--- config.mk ---
export PLATFORM = sky130hd
export DESIGN_NAME = tm1638_refresh
export DESIGN_NICKNAME = d
export VERILOG_FILES = /design/src/rtl/tm1638_refresh.sv
export SDC_FILE = /design/constraint.sdc
export NUM_CORES = 1
export LEC_CHECK = 0
export ABC_AREA = 1
export BUFFER_PORTS_ARGS = -buffer_cell sky130_fd_sc_hd__buf_4
export CORE_MARGIN = 4
export CORE_UTILIZATION = 65
export CTS_BUF_LIST = sky130_fd_sc_hd__clkbuf_8
export DETAILED_ROUTE_END_ITERATION = 12
export HOLD_SLACK_MARGIN = 0.08
export PLACE_DENSITY = 0.83
export SLEW_MARGIN = 20
export SYNTH_ARGS = -nofsm -noshare
export SYNTH_HDL_FRONTEND = slang
export SYNTH_SLANG_ARGS = --single-unit
export TNS_END_PERCENT = 10
--- constraint.sdc ---
create_clock -name i_clk -period 3.6 [get_ports i_clk]
set_input_delay 0 -clock i_clk [delete_from_list [all_inputs] [get_ports i_clk]]
set_output_delay 0 -clock i_clk [all_outputs]
set_load 0.01 [all_outputs]
--- src/rtl/tm1638_refresh.sv ---
// TM1638 display refresher: keeps an 8-digit shadow RAM and re-sends the whole
// display (mode, addressed data, display-control frames) whenever it changes.
module tm1638_refresh #(
    parameter logic [2:0] BRIGHT = 3'd7
) (
    input  logic       i_clk,
    input  logic       i_reset,
    input  logic       i_clken,
    input  logic       i_wr,
    input  logic [2:0] i_addr,
    input  logic [7:0] i_data,
    output logic       o_tm1638_clk,
    output logic       o_tm1638_stb,
    output logic       o_tm1638_dio,
    output logic       o_busy
);

    typedef enum logic [2:0] {
        S_IDLE,
        S_START,
        S_BIT_LO,
        S_BIT_HI,
        S_GAP
    } state_t;

    state_t     r_state;
    logic [7:0] r_shadow [8];
    logic       r_dirty;
    logic [1:0] r_frame;
    logic [4:0] r_byte;
    logic [2:0] r_bit;
    logic       r_gap;
    logic [7:0] r_shift;

    logic [4:0] w_last;
    logic [7:0] w_first;
    logic [7:0] w_next;

    // Only F1 carries more than its command byte. The byte following index
    // r_byte is data byte k = r_byte: even k shows a digit, odd k is an LED.
    always_comb begin
        w_last  = (r_frame == 2'd1) ? 5'd16 : 5'd0;
        w_next  = r_byte[0] ? 8'h00 : r_shadow[r_byte[3:1]];
        case (r_frame)
            2'd0:    w_first = 8'h40;
            2'd1:    w_first = 8'hC0;
            default: w_first = {5'b10001, BRIGHT};
        endcase
    end

    always_ff @(posedge i_clk) begin
        if (i_reset) begin
            r_state      <= S_IDLE;
            o_tm1638_clk <= 1'b1;
            o_tm1638_stb <= 1'b1;
            o_tm1638_dio <= 1'b1;
            o_busy       <= 1'b0;
            r_dirty      <= 1'b1;
            r_frame      <= 2'd0;
            r_byte       <= 5'd0;
            r_bit        <= 3'd0;
            r_gap        <= 1'b0;
            r_shift      <= 8'h00;
            for (int i = 0; i < 8; i++) r_shadow[i] <= 8'h00;
        end else begin
            if (i_wr) begin
                r_shadow[i_addr] <= i_data;
                r_dirty          <= 1'b1;
            end
            if (i_clken) begin
                case (r_state)
                    S_IDLE: begin
                        if (r_dirty) begin
                            r_state      <= S_START;
                            o_tm1638_stb <= 1'b0;
                            r_frame      <= 2'd0;
                            o_busy       <= 1'b1;
                        end
                    end
                    S_START: begin
                        r_state      <= S_BIT_LO;
                        o_tm1638_clk <= 1'b0;
                        r_bit        <= 3'd0;
                        r_byte       <= 5'd0;
                        r_shift      <= w_first;
                        o_tm1638_dio <= w_first[0];
                    end
                    S_BIT_LO: begin
                        r_state      <= S_BIT_HI;
                        o_tm1638_clk <= 1'b1;
                    end
                    S_BIT_HI: begin
                        if (r_bit != 3'd7) begin
                            r_state      <= S_BIT_LO;
                            o_tm1638_clk <= 1'b0;
                            r_bit        <= r_bit + 3'd1;
                            o_tm1638_dio <= r_shift[r_bit + 3'd1];
                        end else if (r_byte != w_last) begin
                            // Shadow is sampled here, so late writes still make this refresh.
                            r_state      <= S_BIT_LO;
                            o_tm1638_clk <= 1'b0;
                            r_bit        <= 3'd0;
                            r_byte       <= r_byte + 5'd1;
                            r_shift      <= w_next;
                            o_tm1638_dio <= w_next[0];
                        end else begin
                            r_state      <= S_GAP;
                            o_tm1638_stb <= 1'b1;
                            o_tm1638_dio <= 1'b1;
                            r_gap        <= 1'b0;
                        end
                    end
                    S_GAP: begin
                        if (!r_gap) begin
                            r_gap <= 1'b1;
                        end else if (r_frame == 2'd2) begin
                            r_state <= S_IDLE;
                            o_busy  <= 1'b0;
                        end else begin
                            r_state      <= S_START;
                            o_tm1638_stb <= 1'b0;
                            r_frame      <= r_frame + 2'd1;
                            // A coincident write keeps dirty so it gets its own refresh.
                            if (r_frame == 2'd0 && !i_wr) r_dirty <= 1'b0;
                        end
                    end
                    default: r_state <= S_IDLE;
                endcase
            end
        end
    end

endmodule
# [Yosys cells after proc, flatten, opt, wreduce, memory -nomap -nowiden]
# Memories as Yosys holds them, arrays and structs flattened. A register that Yosys moved wholly into a read port is not among the register bits.
# Cells that the tools add are included.
[op_classes] add_sub_neg=3 magnitude_cmp=1 n_eq_ne=16 n_mux=59 reduce_logical=19
[op_table] op="$mux 8" count=4
[op_table] op="$pmux 8 s2" count=2
[op_table] op="$mux 1" count=28
[op_table] op="$mux 3" count=9
[op_table] op="$mux 5" count=3
[op_table] op="$pmux 3 s5" count=1
[op_table] op="$ne 2x2->1 const B" count=7
[op_table] op="$pmux 5 s2" count=1
[op_table] op="$reduce_and 5->1" count=2
[op_table] op="$reduce_and 3->1" count=3
[op_table] op="$reduce_and 4->1" count=2
[op_table] op="$reduce_or 8->1" count=1
[op_table] op="$reduce_and 7->1" count=1
[op_table] op="$eq 3x2->1 const B" count=2
[op_table] op="$mux 2" count=3
[op_table] op="$ne 3x3->1 const B" count=2
[op_table] op="$pmux 1 s2" count=3
[op_table] op="$pmux 1 s3" count=2
[op_table] op="$pmux 3 s2" count=1
[op_table] op="$reduce_bool 2->1" count=3
[op_table] op="$reduce_bool 3->1" count=2
[op_table] op="$add 5x1->5 const B" count=1
[op_table] op="$ne 5x5->1" count=1
[op_table] op="$lt 3x4->1 const B" count=1
[op_table] op="other kinds (13)" count=13
[totals] regBits=27 ram_bits=64 in_bits=15 output_inout_bits=4 word_cells=110 mem_count=1
[mem_list] name="r_shadow" depth=8 width=8 rd=1 rd_ports_with_merged_regs=1 wr=8 line="27" source="logic [7:0] r_shadow [8];"

# [Longest topological paths before layout]
# Gate-level depths: netlist of run 1.
[logic_depth] ltp_word=8 ltp_mapped=12 depth_no_buf=11

# [Least setup slack after synthesis of run 1]
# OpenSTA, ideal clock, no wires.
[synth_timing] path_type="register -> register" start="reg r_bit[0]" end="reg r_shift[7]" t_arrival_ns=1.416 required_ns=3.472 path_slack_ns=2.056 path_stages_with_launch=13 n_path_buf=1 period_less_slack_ns=1.544 path_cell_list="dfxtp_1 -> ha_1 -> ha_1 -> inv_1 -> nand2_1 -> nand2_2 -> inv_2 -> nand3_2 -> buf_6 -> nand2_1 -> nand2_1 -> nor2_1 -> nor2_1"
[synth_via] elab_chain_len=3
[synth_lines] element="start, declared" line="31" source="logic [2:0] r_bit;"
[synth_lines] element="start signal, assigned" line="96" source="r_bit <= r_bit + 3'd1;"
[synth_lines] element="$ne 3x3->1" line="93" source="if (r_bit != 3'd7) begin"
[synth_lines] element="$ne 2x2->1 (no line)"
[synth_lines] element="$reduce_and 4->1 (no line)"
[synth_lines] element="end signal, assigned" line="85" source="r_shift <= w_first;"
[synth_lines] element="end signal, assigned" line="104" source="r_shift <= w_next;"
[synth_lines] element="end, declared" line="33" source="logic [7:0] r_shift;"
# Every way passes these cells.
# A chain may end at the register's enable or synchronous reset.

# [Worst setup path after layout of run 1]
[layout_timing] start="reg r_state[1]" end="reg r_dirty"
[layout_via] elab_chain_len=3
[layout_lines] element="start, declared" line="26" source="state_t r_state;"
[layout_lines] element="start signal, assigned" line="53" source="r_state <= S_IDLE;"
[layout_lines] element="start signal, assigned" line="74" source="r_state <= S_START;"
[layout_lines] element="start signal, assigned" line="81" source="r_state <= S_BIT_LO;"
[layout_lines] element="$eq 3x3->1" line="71" source="case (r_state)"
[layout_lines] element="$mux 1" line="71"
[layout_lines] element="$mux 1" line="70" source="if (i_clken) begin"
[layout_lines] element="end signal, assigned" line="58" source="r_dirty <= 1'b1;"
[layout_lines] element="end signal, assigned" line="68" source="r_dirty <= 1'b1;"
[layout_lines] element="end signal, assigned" line="124" source="if (r_frame == 2'd0 && !i_wr) r_dirty <= 1'b0;"
[layout_lines] element="end, declared" line="28" source="logic r_dirty;"
# Every way passes these cells.

==> results of run 1 <==
-- registers in the layout, summed over array words and instances, names as in the netlist, named ones only --
name,count
r_gap,1
r_dirty,1
r_shift,8
r_bit,3
r_state,3
o_busy,1
r_byte,5
r_frame,2
r_shadow,64
o_tm1638_dio,1
o_tm1638_stb,1
o_tm1638_clk,1
-- power by group through the flow --
stage          sequential [W]  clock, W  combinational [W]
2_1_floorplan         0.00125         0           0.000116
3_3_place_gp          0.00126         0           0.000171
3_5_place_dp          0.00126         0           0.000173
4_1_cts               0.00124  0.000811           0.000178
5_1_grt               0.00124  0.000867           0.000201
6_report              0.00124  0.000813           0.000181
-- cell families after synthesis --
group / after synthesis
fa+ha+maj: 8
xor+xnor: 3
buf+inv: 66
compound gates: 62
simple gates: 299
flops: 94
-- layout by cell type (no fill, tap or decap), drive strengths merged, types with 2 or more instances in the layout --
master / n
clkinv: 2
a21oi: 22
nand3: 34
dfxtp: 30
o22ai: 3
ha: 8
clkbuf: 9
nand2: 116
xor2: 3
bufinv: 3
inv: 52
o21ai: 31
nand4: 6
dlygate4sd3: 4
buf: 20
edfxtp: 64
o211ai: 5
nor2: 142
-- repair_timing --
item	in CTS	in global routing
endpoints found under the setup margin	0	0
hold buffers	4	0
endpoints found under the hold margin	23	0
-- critical path: cells and delay by family (launching register included) --
| family | cells | cell delay, ns |
|---|---|---|
| AO/OA/AOI/OAI | 1 | 0.14 |
| buffers and inverters | 3 | 0.79 |
| flip-flops | 1 | 0.38 |
| AND/OR/NAND/NOR | 5 | 0.73 |
-- through the flow --
step,util (%),hold slack [ns]
2_1_floorplan,-,0.08839
3_3_place_gp,71.05,0.1898
3_5_place_dp,71.05,0.2129
4_1_cts,75.19,0.1067
5_1_grt,75.19,0.1223
6_report,75.19,0.1228
-- path summary, 6_finish.rpt --
kind         cells after the start             end    startpoint
max                              9         r_dirty    r_state[1]
min                              3  r_shadow[1][6]     i_data[6]
max reg2reg                      9         r_dirty    r_state[1]
min reg2reg                      2    o_tm1638_clk  o_tm1638_clk
-- routing by layer --
layer | up-vias | GRT usage, %
met5 | - | 0
met4 | 0 | 13.07
met3 | 25 | 6.198
met2 | 203 | 40.10
met1 | 1686 | 36.92
li1 | 1766 | -
-- final cells by class --
type	instances	area [um^2]
Multi-Input combinational cell	372	1684
Tap cell	77	96.34
Sequential cell	94	2522
Timing Repair Buffer	24	190.2
Clock inverter	7	106.4
Clock buffer	9	123.9
Inverter	50	187.7
Fill cell	459	1620
==> impl_metrics.ini, run 1 <==
[placement]
placed_cell_area_um2 = 4641
post-dp-hpwl_mm = 7.138
dp.cells = 613
dp_slack_ns = 1.606
place_congestion = 0.8885
port_buffers = 18

[layout]
post-route-cell-area_um2 = 4911
antennaDiodeCount = 0
finalNetCount = 574
finalNonFillerCells = 633
drive_above_1_share_pct = 8.993
synthToLayoutAreaGrowth_pct = 9.760

[detailed_routing]
vias_per_cell = 5.814
firstDrtPassIters = 6
met3_length_mm = 1.039
detail_route.wl_per_cell_um = 16.64
wl_met1_mm = 4.489
drc = 0
wl_met2_mm = 4.732
drt-initial-drc-count = 361
wl_mm = 10.53
drt.antenna.violating_nets = 0
top_layer = met4
vias = 3680

[clock_network]
clk_path_buf_depth = 2
post_cts_resize_count = 0
numCtsBuffers = 9
root_buffer = clkbuf_8
postCtsSetupBuffers = 0
cts_max_level = 3
clk_latency_ns = 0.37
cts_tree = done
clk_transition_reported_paths_ns = 0.09
cts_sinks = 94

[timing]
timing.final.max_slew_violations = 0
slew_headroom_pct = 52.49
min_period_over_period_pct = 59.58
skew_ns = 0.009902
worst_slack_ns = 1.455
fmax_ghz = 0.4663
setup_viol = 0
tightest_slew_ns = 0.7118
rsz0062_at_grt = false
timing.final.hold_violations = 0
post-route-min-period_ns = 2.145
finalSetupTns_ns = 0

[synth]
synth-compound-area-share_pct = 7.327
ys_seq_area_share_pct = 56.38
synthFlopType = edfxtp_1
netlist.area_leader.share_pct = 42.95
synth.largest_area_cell = edfxtp_1
synthesis.instances = 532
yosys.area_share.simple_pct = 27.49
netlist_top_cells_count = 137 x nor2_1, 112 x nand2_1, 64 x edfxtp_1, 44 x inv_1, 32 x nand3_1
async_reset_ff_share_pct = 0
synth_edf_count = 64
syn_area_um2 = 4474
postSynthAreaPerCell_um2 = 8.410
ys_types = 26
synth_area_leaders = edfxtp_1 43%, dfxtp_1 13%, nor2_1 11%, nand2_1 9.4%, inv_1 3.7%
synthAdderAreaFrac_pct = 2.237
synth-xor-area-share_pct = 0.5872
ys_ff_latch = 94
synth_fp_nets = 555
synth_top_family_by_area = simple AND/OR/NAND/NOR gates
yosysMostFrequentCell = nor2_1
synthMuxAreaShare_pct = 0
ys.warnings.count = 0

[pwr]
intPower_w = 0.001720
combPwrFrac_pct = 8.1
p_sw_w = 0.0005146
p_leak_nw = 2.006
clockPowerShare_pct = 36.4
swShare_pct = 23.03
seq_power_share_pct = 55.5
ir_worst_vdd_mv = 0.3095
powerDensity_nw_per_um2 = 455.0
finalPower_w = 0.002234

[critical_path]
crit_path_top_delay_cell = dlygate4sd3_1
critPathKind = register to register
start_kind = register
critPathRequiredTime_ns = 3.87
end_kind = register
rrSetupSlack_ns = 1.46
crit_path_max_incr_delay_ns = 0.59
critPathMaxFanout = 5
critPathArrivalTime_ns = 2.41
crit_top_cell = nor2_1
crit_chain = inv_2 > nand2_2 > nor2_1 > inv_1 > nor2_1 > nand4_1 > a21oi_1 > dlygate4sd3_1 > nand2_1

[global_routing]
grt_max_degree = 36
gr-usage-all-layers_pct = 26.76
grt_pass1_wl_mm = 17.09
grt-ovfl-total = 0
grt_pass1_vias = 3501
antenna_found_initial = 0

[worst_hold_path]
min-delay-path-class = input pin to register

[floorplan]
fp.dieH_um = 90.97
fp.coreArea_um2 = 6531
die_w_um = 90.97
dieArea_um2 = 8275
io_pins = 19
std_cell_rows = 29
start_util_pct = 68.51

[job]
cap_violations = 0

[run_status]
status = completed
Power figures use the tool's default switching activity.
==> run 2, diff against run 1 <==
--- a/config.mk
+++ b/config.mk
@@ -8,11 +8,11 @@
 export ABC_AREA = 1
 export BUFFER_PORTS_ARGS = -buffer_cell sky130_fd_sc_hd__buf_4
 export CORE_MARGIN = 4
-export CORE_UTILIZATION = 65
+export CORE_UTILIZATION = 64
 export CTS_BUF_LIST = sky130_fd_sc_hd__clkbuf_8
 export DETAILED_ROUTE_END_ITERATION = 12
 export HOLD_SLACK_MARGIN = 0.08
-export PLACE_DENSITY = 0.83
+export PLACE_DENSITY = 0.82
 export SLEW_MARGIN = 20
 export SYNTH_ARGS = -nofsm -noshare
 export SYNTH_HDL_FRONTEND = slang
==> constraint.sdc (replaced) <==
create_clock -name i_clk -period 2.19 [get_ports i_clk]
set_input_delay 0 -clock i_clk [delete_from_list [all_inputs] [get_ports i_clk]]
set_output_delay 0 -clock i_clk [all_outputs]
set_load 0.01 [all_outputs]
==> run 2 against run 1 <==
Compared with the run above:
- largest cell class unchanged
- design area increased by 0.15%
- critical path depth unchanged
- critical path type unchanged
- final cell count up 3.5%
- clock power up 38%
- critical endpoint unchanged
- via count shrank 1.8%
- fmax grew 5.1%
==> impl_metrics.ini, run 2 (synthesis results as in run 1) <==
[timing]
slew_headroom_pct = 64.14
finalSetupTns_ns = 0
min_period_over_period_pct = 93.20
tightest_slew_ns = 0.5373
timing.final.max_slew_violations = 0
setup_viol = 0
rsz0062_at_grt = false
skew_ns = 0.009056
timing.final.hold_violations = 0
post-route-min-period_ns = 2.041
fmax_ghz = 0.4899
hold_slack_ns = 0.09226

[global_routing]
gr-usage-all-layers_pct = 25.01
grt_max_degree = 31
antenna_found_initial = 0
grt_pass1_vias = 3390
grt_pass1_wl_mm = 16.29
grt-ovfl-total = 0

[detailed_routing]
vias = 3615
drc = 0
drt-initial-drc-count = 385
drt.antenna.violating_nets = 0
detail_route.wl_per_cell_um = 15.19
firstDrtPassIters = 5
wl_mm = 9.951
vias_per_cell = 5.519

[clock_network]
clk_latency_ns = 0.36
clk_transition_reported_paths_ns = 0.09
cts_max_level = 3
postCtsSetupBuffers = 0
clk_path_buf_depth = 2
cts_tree = done
root_buffer = clkbuf_8
cts_sinks = 94
numCtsBuffers = 9

[layout]
multi_input_area_um2 = 1687
regMostFlops = r_shadow
fillers = 513
largest_reg_flops = 64
finalNetCount = 577
layout_commonest_cell = nor2_1
regArea_um2 = 2522
synthToLayoutAreaGrowth_pct = 9.927
antennaDiodeCount = 0
drive_above_1_share_pct = 10.02
final_cell_mix = 136 x nor2_1, 112 x nand2_1, 64 x edfxtp_1
reg_top3 = r_shadow x64, r_shift x8, r_byte x5

[placement]
port_buffers = 18
post-dp-hpwl_mm = 6.596
place_congestion = 0.9045

[run_status]
status = completed

[critical_path]
ff2ff_path_depth = 9
start_kind = register
critPathRequiredTime_ns = 2.43
end_kind = register
critPathMaxFanout = 5
critPathArrivalTime_ns = 2.28
critPathKind = register to register

[pwr]
p_leak_nw = 1.995
powerDensity_nw_per_um2 = 698.3
ir_worst_vdd_mv = 0.4936

[floorplan]
io_pins = 19
fp.dieH_um = 91.61
die_w_um = 91.61
fp.coreArea_um2 = 6794
start_util_pct = 65.86
std_cell_rows = 30
dieArea_um2 = 8392

[worst_hold_path]
min-delay-path-class = input pin to register
hold_depth = 3

[job]
cap_violations = 0
[run 2: cell types whose count changed in the layout (fill, tap and decap cells not counted)]
| cell | change |
|---|---|
| buf_4 | +3 |
| bufinv_16 | -2 |
| clkinv_2 | +2 |
| clkinvlp_4 | +1 |
| inv_1 | -2 |
| inv_6 | +1 |
| nor2_1 | -1 |
| nor2_2 | +1 |
[run 2: worst paths after layout]
| check | startpoint | slack, ns | endpoint |
|---|---|---|---|
| setup / recovery | r_state[1] | 0.15 | r_dirty |
| hold / removal | i_data[2] | 0.09 | r_shadow[4][2] |
| setup reg to reg | r_state[1] | 0.15 | r_dirty |
| hold reg to reg | o_tm1638_stb | 0.47 | o_tm1638_stb |
[run 2: critical path, stage by stage (launching register included)]
cell,delay (ns)
dfxtp_1,0.37
inv_2,0.14
nand2_2,0.10
nor2_2,0.19
inv_1,0.06
nor2_1,0.23
nand4_1,0.12
a21oi_1,0.14
dlygate4sd3_1,0.55
nand2_1,0.04
[run 2: through the flow]
stage	cell area, um^2	total power [W]	std cells	worst slack [ns]	utilization [%]
detailed placement	4687	0.002347	635	0.3122	68.99
finish	4918	0.003434	655	0.1489	72.39
global route	4918	0.003569	655	0.01932	72.39
floorplan	4474	0.002249	532	0.6463	-
global placement	4687	0.002339	635	0.4214	68.99
CTS	4916	0.003428	655	0.09739	72.36
[run 2: timing repair]
action                                  in CTS  in global routing
endpoints found under the hold margin       23                  0
endpoints found under the setup margin       0                  1
hold buffers                                 4                  0
gates resized for setup                      0                  1
[run 2: cell type report]
cell class              instances  area share [%]
repair buffers                 27           4.325
flip-flops and latches         94           51.28
inverters                      50           3.816
multi-input cells             372           34.29
well taps                      96           2.442
clock buffers                   9           2.518
clock inverters                 7           1.323
[run 2: power by group]
group          internal, W  switching [W]
clock network     0.000522       0.000594
registers          0.00199      0.0000358
logic            0.0000931       0.000201
[run 2: metal layers]
layer | vias up | track usage [%] | routed length [um] | share of wire, %
met5 | - | 0 | 0 | 0
met4 | 0 | 8.794 | 214 | 2.2
met3 | 25 | 3.774 | 534 | 5.4
met2 | 118 | 39.62 | 4710 | 47
met1 | 1696 | 35.32 | 4492 | 45
li1 | 1776 | - | - | -
==> run 3, diff against run 2 <==
--- a/config.mk
+++ b/config.mk
@@ -5,7 +5,6 @@
 export SDC_FILE = /design/constraint.sdc
 export NUM_CORES = 1
 export LEC_CHECK = 0
-export ABC_AREA = 1
 export BUFFER_PORTS_ARGS = -buffer_cell sky130_fd_sc_hd__buf_4
 export CORE_MARGIN = 4
 export CORE_UTILIZATION = 64
==> run 3 against run 2 <==
Compared with the run above:
- sequential power is essentially flat
- via count shrank 16%
- combinational power shrank 16%
- critical path type unchanged
- highest routed layer unchanged
==> impl_metrics.ini, run 3 <==
[synth]
ys_types = 52
synthMuxAreaShare_pct = 9.622
ys_seq_area_share_pct = 56.39
postSynthAreaPerCell_um2 = 11.99
synthAdderAreaFrac_pct = 2.238
yosys.area_share.simple_pct = 19.52
synthFlopType = edfxtp_1
synthesis.instances = 373
synth-compound-area-share_pct = 9.455
synth_top_family_by_area = simple AND/OR/NAND/NOR gates
netlist.area_leader.share_pct = 42.97
synth_area_leaders = edfxtp_1 43%, dfxtp_1 13%, and2_1 9.0%, mux2i_1 5.6%, mux4_2 3.0%
ys_ff_latch = 94
synth_edf_count = 64
ys.warnings.count = 0
syn_area_um2 = 4473
netlist_top_cells_count = 64 x and2_1, 64 x edfxtp_1, 30 x dfxtp_1, 25 x mux2i_1, 24 x nor2_1
synth.largest_area_cell = edfxtp_1
synth_fp_nets = 396
synth-xor-area-share_pct = 0.3636
async_reset_ff_share_pct = 0

[detailed_routing]
vias_per_cell = 5.943
drc = 0
drt-initial-drc-count = 247
vias = 3031
drt.antenna.violating_nets = 0
detail_route.wl_per_cell_um = 18.65
firstDrtPassIters = 4
wl_mm = 9.511

[placement]
placed_cell_area_um2 = 4737
place_congestion = 0.8558
post-dp-hpwl_mm = 6.503
port_buffers = 18

[floorplan]
fp.coreArea_um2 = 6794
die_w_um = 91.60
start_util_pct = 65.84
io_pins = 19
fp.dieH_um = 91.60
std_cell_rows = 30
dieArea_um2 = 8391

[timing]
hold_slack_ns = 0.2390
min_period_over_period_pct = 95.57
timing.final.max_slew_violations = 0
slew_headroom_pct = 62.16
skew_ns = 0.01308
fmax_ghz = 0.4778
rsz0062_at_grt = false
timing.final.hold_violations = 0
finalSetupTns_ns = 0
setup_viol = 0
post-route-min-period_ns = 2.093
tightest_slew_ns = 0.5652

[critical_path]
critPathMaxFanout = 5
critPathRequiredTime_ns = 2.43
end_kind = register
crit_path_top_delay_cell = mux4_2
crit_path_max_incr_delay_ns = 0.52
critPathKind = register to register
critPathArrivalTime_ns = 2.33
cp_top_family = multiplexers
path_buf_inv = 0
start_kind = register
crit_chain = ha_1 > ha_2 > mux4_2 > mux2_2 > a21oi_1 > o21ai_0

[global_routing]
antenna_found_initial = 0
grt_pass1_wl_mm = 15.44
grt_pass1_vias = 2890
grt-ovfl-total = 0
gr-usage-all-layers_pct = 24.40
grt_max_degree = 36

[clock_network]
cts_sinks = 94
cts_tree = done
cts_max_level = 3
clk_transition_reported_paths_ns = 0.10
clk_path_buf_depth = 2
clk_latency_ns = 0.36
numCtsBuffers = 9
root_buffer = clkbuf_8

[layout]
synthToLayoutAreaGrowth_pct = 13.85
antennaDiodeCount = 0
finalNetCount = 432
post-route-cell-area_um2 = 5092
regMostFlops = r_shadow
reg_top3 = r_shadow x64, r_shift x8, r_byte x5
final_cell_mix = 64 x and2_1, 64 x edfxtp_1, 30 x dfxtp_1
largest_reg_flops = 64
drive_above_1_share_pct = 17.87

[run_status]
status = completed

[pwr]
powerDensity_nw_per_um2 = 716.1
ir_worst_vdd_mv = 0.4657
p_leak_nw = 1.775

[worst_hold_path]
min-delay-path-class = input pin to register

[job]
cap_violations = 0
[run 3: changes by cell type after synthesis, moves of 6 or more]
cell,change
nand3_1,-21
inv_1,-35
mux2i_1,+25
mux4_2,+6
o21ai_0,-18
and2_1,+64
a22oi_1,+13
or2_2,+8
nor2_1,-113
nand2_1,-102
[run 3: timing repair]
item	CTS	global route
resized for setup	0	1
hold buffers	11	0
hold endpoints to repair	79	0
setup endpoints to repair	0	1
buffers inserted	0	0
[run 3: worst paths after layout]
check             start        endpoint  slack (ns)  cells past startpoint
max reg2reg    r_bit[0]    o_tm1638_dio         0.1                      6
min reg2reg  r_shift[5]      r_shift[5]        0.47                      2
min           i_addr[1]  r_shadow[0][6]        0.24                      4
max            r_bit[0]    o_tm1638_dio         0.1                      6
[run 3: per-stage QoR]
step	power [W]	worst slack, ns	util [%]	cells
3_3_place_gp	0.002283	0.1931	69.72	483
6_report	0.003647	0.09704	74.95	510
5_1_grt	0.003779	0.003712	74.95	510
4_1_cts	0.003650	0.1025	74.92	510
2_1_floorplan	0.002191	0.2503	-	373
3_5_place_dp	0.002293	0.1137	69.72	483
[run 3: cell type report]
type | count | area [um^2]
inverters | 9 | 33.78
clock buffers | 9 | 123.9
repair buffers | 40 | 327.8
clock inverters | 7 | 118.9
well taps | 96 | 120.1
fillers | 434 | 1702
multi-input cells | 255 | 1846
flip-flops and latches | 94 | 2522
[run 3: logic make-up after synthesis]
group	count (synthesis)
AND/OR/NAND/NOR	148
XOR/XNOR	1
AO/OA/AOI/OAI	63
adder cells (fa/ha/maj)	8
buffers and inverters	24
multiplexers	35
flip-flops	94
[run 3: power breakdown]
group          internal (W)  switching, W
registers           0.00198     0.0000431
clock network      0.000763      0.000610
logic              0.000105      0.000143
total               0.00285      0.000796
[run 3: worst reg2reg max path: stages, from the launching register on]
cell and delay (ns):
dfxtp_1 0.37, ha_1 0.22, ha_2 0.37, mux4_2 0.52
mux2_2 0.28, a21oi_1 0.13, o21ai_0 0.09
[run 3: layer usage]
layer | GRT usage (%) | share of wire (%) | up-vias
li1 | - | - | 1434
met1 | 32.82 | 42 | 1481
met2 | 39.44 | 51 | 99
met3 | 4.557 | 4.5 | 17
met4 | 9.171 | 2.9 | 0
met5 | 0 | 0 | -
